### src/rtl/wb_queue.sv
// Writeback queue: buffers multi-cycle producer results and sequences them onto
// the register file's single write port, with the ALU taking priority.
module wb_queue #(
  parameter int DEPTH = 4,
  parameter int AW    = 5,
  parameter int DW    = 32
) (
  input  logic                       clk,
  input  logic                       reset,
  input  logic                       in_valid,
  output logic                       in_ready,
  input  logic [AW-1:0]              in_rd,
  input  logic [DW-1:0]              in_data,
  input  logic                       alu_wr,
  input  logic [AW-1:0]              alu_rd,
  input  logic [DW-1:0]              alu_data,
  output logic                       wb_en,
  output logic [AW-1:0]              wb_rd,
  output logic [DW-1:0]              wb_data,
  input  logic [AW-1:0]              q_rs,
  input  logic [AW-1:0]              q_rs2,
  output logic                       hit_a,
  output logic                       hit_b,
  output logic                       waw_hit,
  output logic [$clog2(DEPTH+1)-1:0] count,
  output logic                       empty,
  output logic                       full
);

  localparam int PW = $clog2(DEPTH);
  localparam int CW = $clog2(DEPTH+1);

  // Handshake: a producer result transfers on the rising edge where
  // in_valid && in_ready; while in_ready is low the producer holds in_rd/in_data.
  logic [AW-1:0]    ent_rd    [DEPTH];
  logic [DW-1:0]    ent_data  [DEPTH];
  logic [DEPTH-1:0] ent_valid;
  logic [PW-1:0]    wr_ptr;
  logic [PW-1:0]    rd_ptr;
  logic             push;
  logic             pop;

  assign empty    = (count == '0);
  assign full     = (count == CW'(DEPTH));
  assign in_ready = !full;
  assign push     = in_valid && in_ready;
  // The ALU owns the port whenever it asks; the queue only drains on free cycles.
  assign pop      = !alu_wr && !empty;

  always_ff @(posedge clk) begin
    if (reset) begin
      wr_ptr    <= '0;
      rd_ptr    <= '0;
      count     <= '0;
      ent_valid <= '0;
    end else begin
      if (pop) begin
        ent_valid[rd_ptr] <= 1'b0;
        rd_ptr            <= rd_ptr + 1'b1;
      end
      if (push) begin
        ent_rd[wr_ptr]    <= in_rd;
        ent_data[wr_ptr]  <= in_data;
        ent_valid[wr_ptr] <= 1'b1;
        wr_ptr            <= wr_ptr + 1'b1;
      end
      case ({push, pop})
        2'b10:   count <= count + 1'b1;
        2'b01:   count <= count - 1'b1;
        default: count <= count;
      endcase
    end
  end

  always_ff @(posedge clk) begin
    if (reset) begin
      wb_en   <= 1'b0;
      wb_rd   <= '0;
      wb_data <= '0;
    end else if (alu_wr) begin
      wb_en   <= 1'b1;
      wb_rd   <= alu_rd;
      wb_data <= alu_data;
    end else if (!empty) begin
      wb_en   <= 1'b1;
      wb_rd   <= ent_rd[rd_ptr];
      wb_data <= ent_data[rd_ptr];
    end else begin
      wb_en   <= 1'b0;
    end
  end

  // The write stage still counts as pending: the register file captures it next edge.
  always_comb begin
    hit_a   = wb_en && (wb_rd == q_rs);
    hit_b   = wb_en && (wb_rd == q_rs2);
    waw_hit = alu_wr && wb_en && (wb_rd == alu_rd);
    for (int i = 0; i < DEPTH; i++) begin
      if (ent_valid[i] && (ent_rd[i] == q_rs))  hit_a = 1'b1;
      if (ent_valid[i] && (ent_rd[i] == q_rs2)) hit_b = 1'b1;
      if (alu_wr && ent_valid[i] && (ent_rd[i] == alu_rd)) waw_hit = 1'b1;
    end
  end

endmodule

### config.mk
export PLATFORM = sky130hd
export DESIGN_NAME = wb_queue
export DESIGN_NICKNAME = d
export VERILOG_FILES = /design/src/rtl/wb_queue.sv
export SDC_FILE = /design/constraint.sdc
export NUM_CORES = 1
export LEC_CHECK = 0
export CAP_MARGIN = 20
export CORE_UTILIZATION = 49
export DETAILED_ROUTE_END_ITERATION = 10
export HOLD_SLACK_MARGIN = 0.06
export PLACE_DENSITY = 0.78
export SYNTH_ARGS = -nofsm -noshare
export SYNTH_HDL_FRONTEND = slang
export SYNTH_SLANG_ARGS = --single-unit
export TNS_END_PERCENT = 50
### constraint.sdc
create_clock -name clk -period 2.59 [get_ports clk]
set_input_delay 0.777 -clock clk [delete_from_list [all_inputs] [get_ports clk]]
set_output_delay 0.777 -clock clk [all_outputs]
set_load 0.02 [all_outputs]
==> results.txt <==
The worst-case setup margin in the final layout is -132 ps. The number of nets in the layout is 871. The die extent in y is 137 um. The worst slew slack as a fraction of its limit came out at 35.2%. Synthesis inferred 199 register bits. For flop-to-flop paths, the worst setup slack is 390 ps. The worst-case vdd ir drop is 0.539 mV. TritonCTS created 17 clock buffers. The cell area after placement came out at 10800 um^2. The wire-length estimate of the detail-placed layout is 14000 um. The region available for standard cell placement spans 18000 um^2. The tree is rooted in a sky130_fd_sc_hd__clkbuf_16.

The worst register-to-register path begins at count[0]. The type of the worst setup path is in2out. The shortest period the worst path allows came out at 2720 ps.

The end of the worst register-to-register path is count[2]. The average footprint of a synthesized cell is 14.9 um^2. The insertion delay of the later-clocked pin in the worst-skew pair came out at 430 ps. Of the post-synthesis cell area, the dominant cell type holds 49.6%.

The overall track demand over capacity in global routing came out at 23.0%. The number of port buffers is 134. The net count after synthesis is 700. The maximum root-to-sink buffer count is 2.

The floorplan step set the die width to 137 um. The average wire per standard cell came out at 20.3 um. By area the synthesized netlist is led by sky130_fd_sc_hd__edfxtp_1, sky130_fd_sc_hd__dfxtp_1, sky130_fd_sc_hd__mux4_2.

The layout-stage area growth over the synthesis result came out at 28.6%. The final reports fail on setup timing. The end of the worst hold path is wr_ptr[1]. The highest-delay cell along the critical path is sky130_fd_sc_hd__clkdlybuf4s15_2. The final critical path takes up 105% of the cycle. The number of max-slew violations in the final report was 0. The total clock sinks came out at 199. The H-tree was split into 4 levels. In this run the static leakage power is 4.15 nW. For this design, the CTS-stage hold fixing added 0 buffers. The final total negative setup slack is -356 ps. The flow ran to the end, but the final reports show violations.

The worst-margin pin slew is 973 ps. The finished cells cover 11500 um^2. For this run, the number of Yosys warnings is 0. The floorplan die area came out at 18800 um^2. The required time at the worst-slack endpoint came out at 1810 ps. The via-per-instance ratio came out at 5.53. The synthesized design spends more area on one cell type than any other, namely sky130_fd_sc_hd__edfxtp_1. The total overflow reported by the global router is 0. The final clock skew came out at 9.46 ps. The starting DRC count in detailed routing came out at 319. The post-detailed-route DRC marker count came out at 0. The path class of the tightest hold or removal check is reg2reg. The maximum frequency from static timing analysis is 367 MHz. The critical path goes through clkdlybuf4s15_2 -> xor2_1 -> nor4_1 -> and3_1 -> a31oi_1 -> nand4_1 -> buf_6.

The most common cell in the synthesized netlist is sky130_fd_sc_hd__edfxtp_1. The proportion of synthesized flip-flops having asynchronous set or reset is 0%. On the worst path, the slowest cell contributes a delay of 260 ps. The post-synthesis sequential area ratio came out at 61.0%. The count of cells in the finished layout, fillers not included, comes to 1015.

On the critical path the largest part of the delay comes from simple AND/OR/NAND/NOR gates. The post-CTS clock slew at the launch and capture registers of the worst setup and hold paths is 70 ps. The number of placed instances, taps included came out at 976. The number of nets with antenna violations after routing is 0. The maximum number of pins on one net before global-route repair is 77. Once layout is complete, the utilization of the core stands at 64.2%. The synthesized design contains 148 enable-type register cells.

Of the cells placed in the final design, the portion with a size suffix greater than 1 is 24.4%. The first global-routing pass estimated 31600 um of wire. The iteration count of the initial detailed-routing pass is 4. The final-report setup violation count is 3. The filler cell count is 1271. STA classifies the critical path startpoint as an input pin. The routed wire length is 20600 um. The worst hold margin is 547 ps. The number of antenna diodes in the final layout is 0. Synthesis produced a netlist whose cell count is 602. In this run the worst path has a maximum fanout of 5.

OpenSTA, run right after detailed placement, puts the worst setup slack at -1060 ps. Data arrives at the worst endpoint at 1950 ps. The commonest cells after synthesis are sky130_fd_sc_hd__edfxtp_1, sky130_fd_sc_hd__xor2_1, sky130_fd_sc_hd__dfxtp_1. The sum of internal, switching and leakage power is 9.41 mW. The buffers plus inverters on the worst setup path is 2. The number of cells traversed by the worst register-to-register path is 10. In this run the core area contains 49 standard-cell rows. The number of hold violations in the final report came to 0. The top-level I/O count came out at 135. The critical path capture point type is an output port. The final RePlAce weighted congestion is 0.900. Setup repair after global routing could not meet its margin everywhere. The vias after detailed routing came out at 5611. The netlist area before placement came out at 8960 um^2. TritonCTS built the clock tree. The via count of the first global-routing pass is 5843.

The number of max-cap violations came out at 0. The count of different cell masters after synthesis came out at 36. The power density over cell area is 816 nW/um^2. The hold path startpoint is wr_ptr[1].

The number of cells on the worst hold path is 2. The number of antenna violations at the first check in global routing is 0. In the synthesized netlist the dominant register cell turns out to be sky130_fd_sc_hd__edfxtp_1. The initial core utilization is 49.9%.
-- registers in the layout, summed over array words and instances (netlist names), named ones only --
| name | count |
|---|---|
| ent_data | 128 |
| wr_ptr | 2 |
| ent_rd | 20 |
| rd_ptr | 2 |
| count | 3 |
| ent_valid | 4 |
| wb_data | 32 |
| wb_en | 1 |
| wb_rd | 5 |
-- cells by family (layout without fill, tap and decap cells) --
group / count (synthesis) / count (layout) / share of synthesized area (%)
DFF: 199 / 199 / 61.0
adders and majority gates: 10 / 10 / 1.48
and+or+nand+nor: 95 / 95 / 6.16
xor gates and xnor gates: 79 / 79 / 7.72
AOI/OAI and AO/OA: 88 / 88 / 8.74
muxes: 37 / 37 / 9.72
buffers and inverters: 94 / 278 / 5.17
-- cell type report --
cell class | instances | area, um^2 | share of cell area [%]
clock buffer | 17 | 425 | 3.69
sequential | 199 | 5470 | 47.4
tap | 229 | 287 | 2.49
clock inverter | 15 | 169 | 1.47
timing repair buffer | 199 | 1910 | 16.6
inverter | 47 | 176 | 1.53
multi-input combinational | 309 | 3090 | 26.8
-- metal layers --
metal,track usage (%),vias to the layer above,wire length (um)
met5,0,-,0
met4,8.42,0,430
met3,4.30,29,894
met2,39.1,154,10600
met1,29.3,2836,8660
li1,-,2592,-
-- worst register-to-register path, cell delays in order, from the launching register on --
cell	delay, ps
sky130_fd_sc_hd__dfxtp_1	370
sky130_fd_sc_hd__inv_1	130
sky130_fd_sc_hd__nand3_2	100
sky130_fd_sc_hd__and2_1	220
sky130_fd_sc_hd__inv_2	80
sky130_fd_sc_hd__ha_1	160
sky130_fd_sc_hd__inv_1	50
sky130_fd_sc_hd__fa_1	370
sky130_fd_sc_hd__xor2_1	160
sky130_fd_sc_hd__or3_1	300
sky130_fd_sc_hd__a21oi_1	160
-- placed cells by master, fill, tap and decap left out, types with 9 or more instances in the layout --
master / instances
sky130_fd_sc_hd__clkbuf_16: 17
sky130_fd_sc_hd__mux4_1: 10
sky130_fd_sc_hd__nor2_1: 12
sky130_fd_sc_hd__a21oi_1: 42
sky130_fd_sc_hd__ha_1: 9
sky130_fd_sc_hd__dfxtp_1: 49
sky130_fd_sc_hd__buf_6: 10
sky130_fd_sc_hd__xor2_1: 57
sky130_fd_sc_hd__clkdlybuf4s50_1: 112
sky130_fd_sc_hd__inv_1: 46
sky130_fd_sc_hd__edfxtp_1: 148
sky130_fd_sc_hd__buf_4: 52
sky130_fd_sc_hd__xnor2_1: 20
sky130_fd_sc_hd__a221oi_2: 30
sky130_fd_sc_hd__mux4_2: 27
sky130_fd_sc_hd__nand2b_1: 37
-- repair_timing --
action,CTS,global route
resized for setup,77,14
endpoints found under the setup margin,4,4
pin swaps,24,4
buffers inserted,5,2
-- where the power goes --
| part | internal [mW] | switching (mW) |
|---|---|---|
| clock network | 1.45 | 1.20 |
| logic | 1.38 | 1.44 |
| registers | 3.73 | 0.213 |
| total | 6.56 | 2.85 |
-- worst max-delay path by stage --
| stage | startpoint | endpoint | slack, ps | cells past startpoint |
|---|---|---|---|---|
| 3_5_place_dp | q_rs[4] | hit_a | -1060 | 7 |
| 5_1_grt | ent_rd[0][1] | hit_a | -220 | 6 |
| 3_3_place_gp | q_rs[4] | hit_a | -1030 | 7 |
| 6_report | q_rs2[1] | hit_b | -130 | 7 |
| 2_1_floorplan | count[0] | ent_data[3][0] | -3 | 7 |
| 4_1_cts | ent_rd[1][1] | hit_a | -150 | 6 |
No activity file was read; power rests on OpenSTA's default activity.
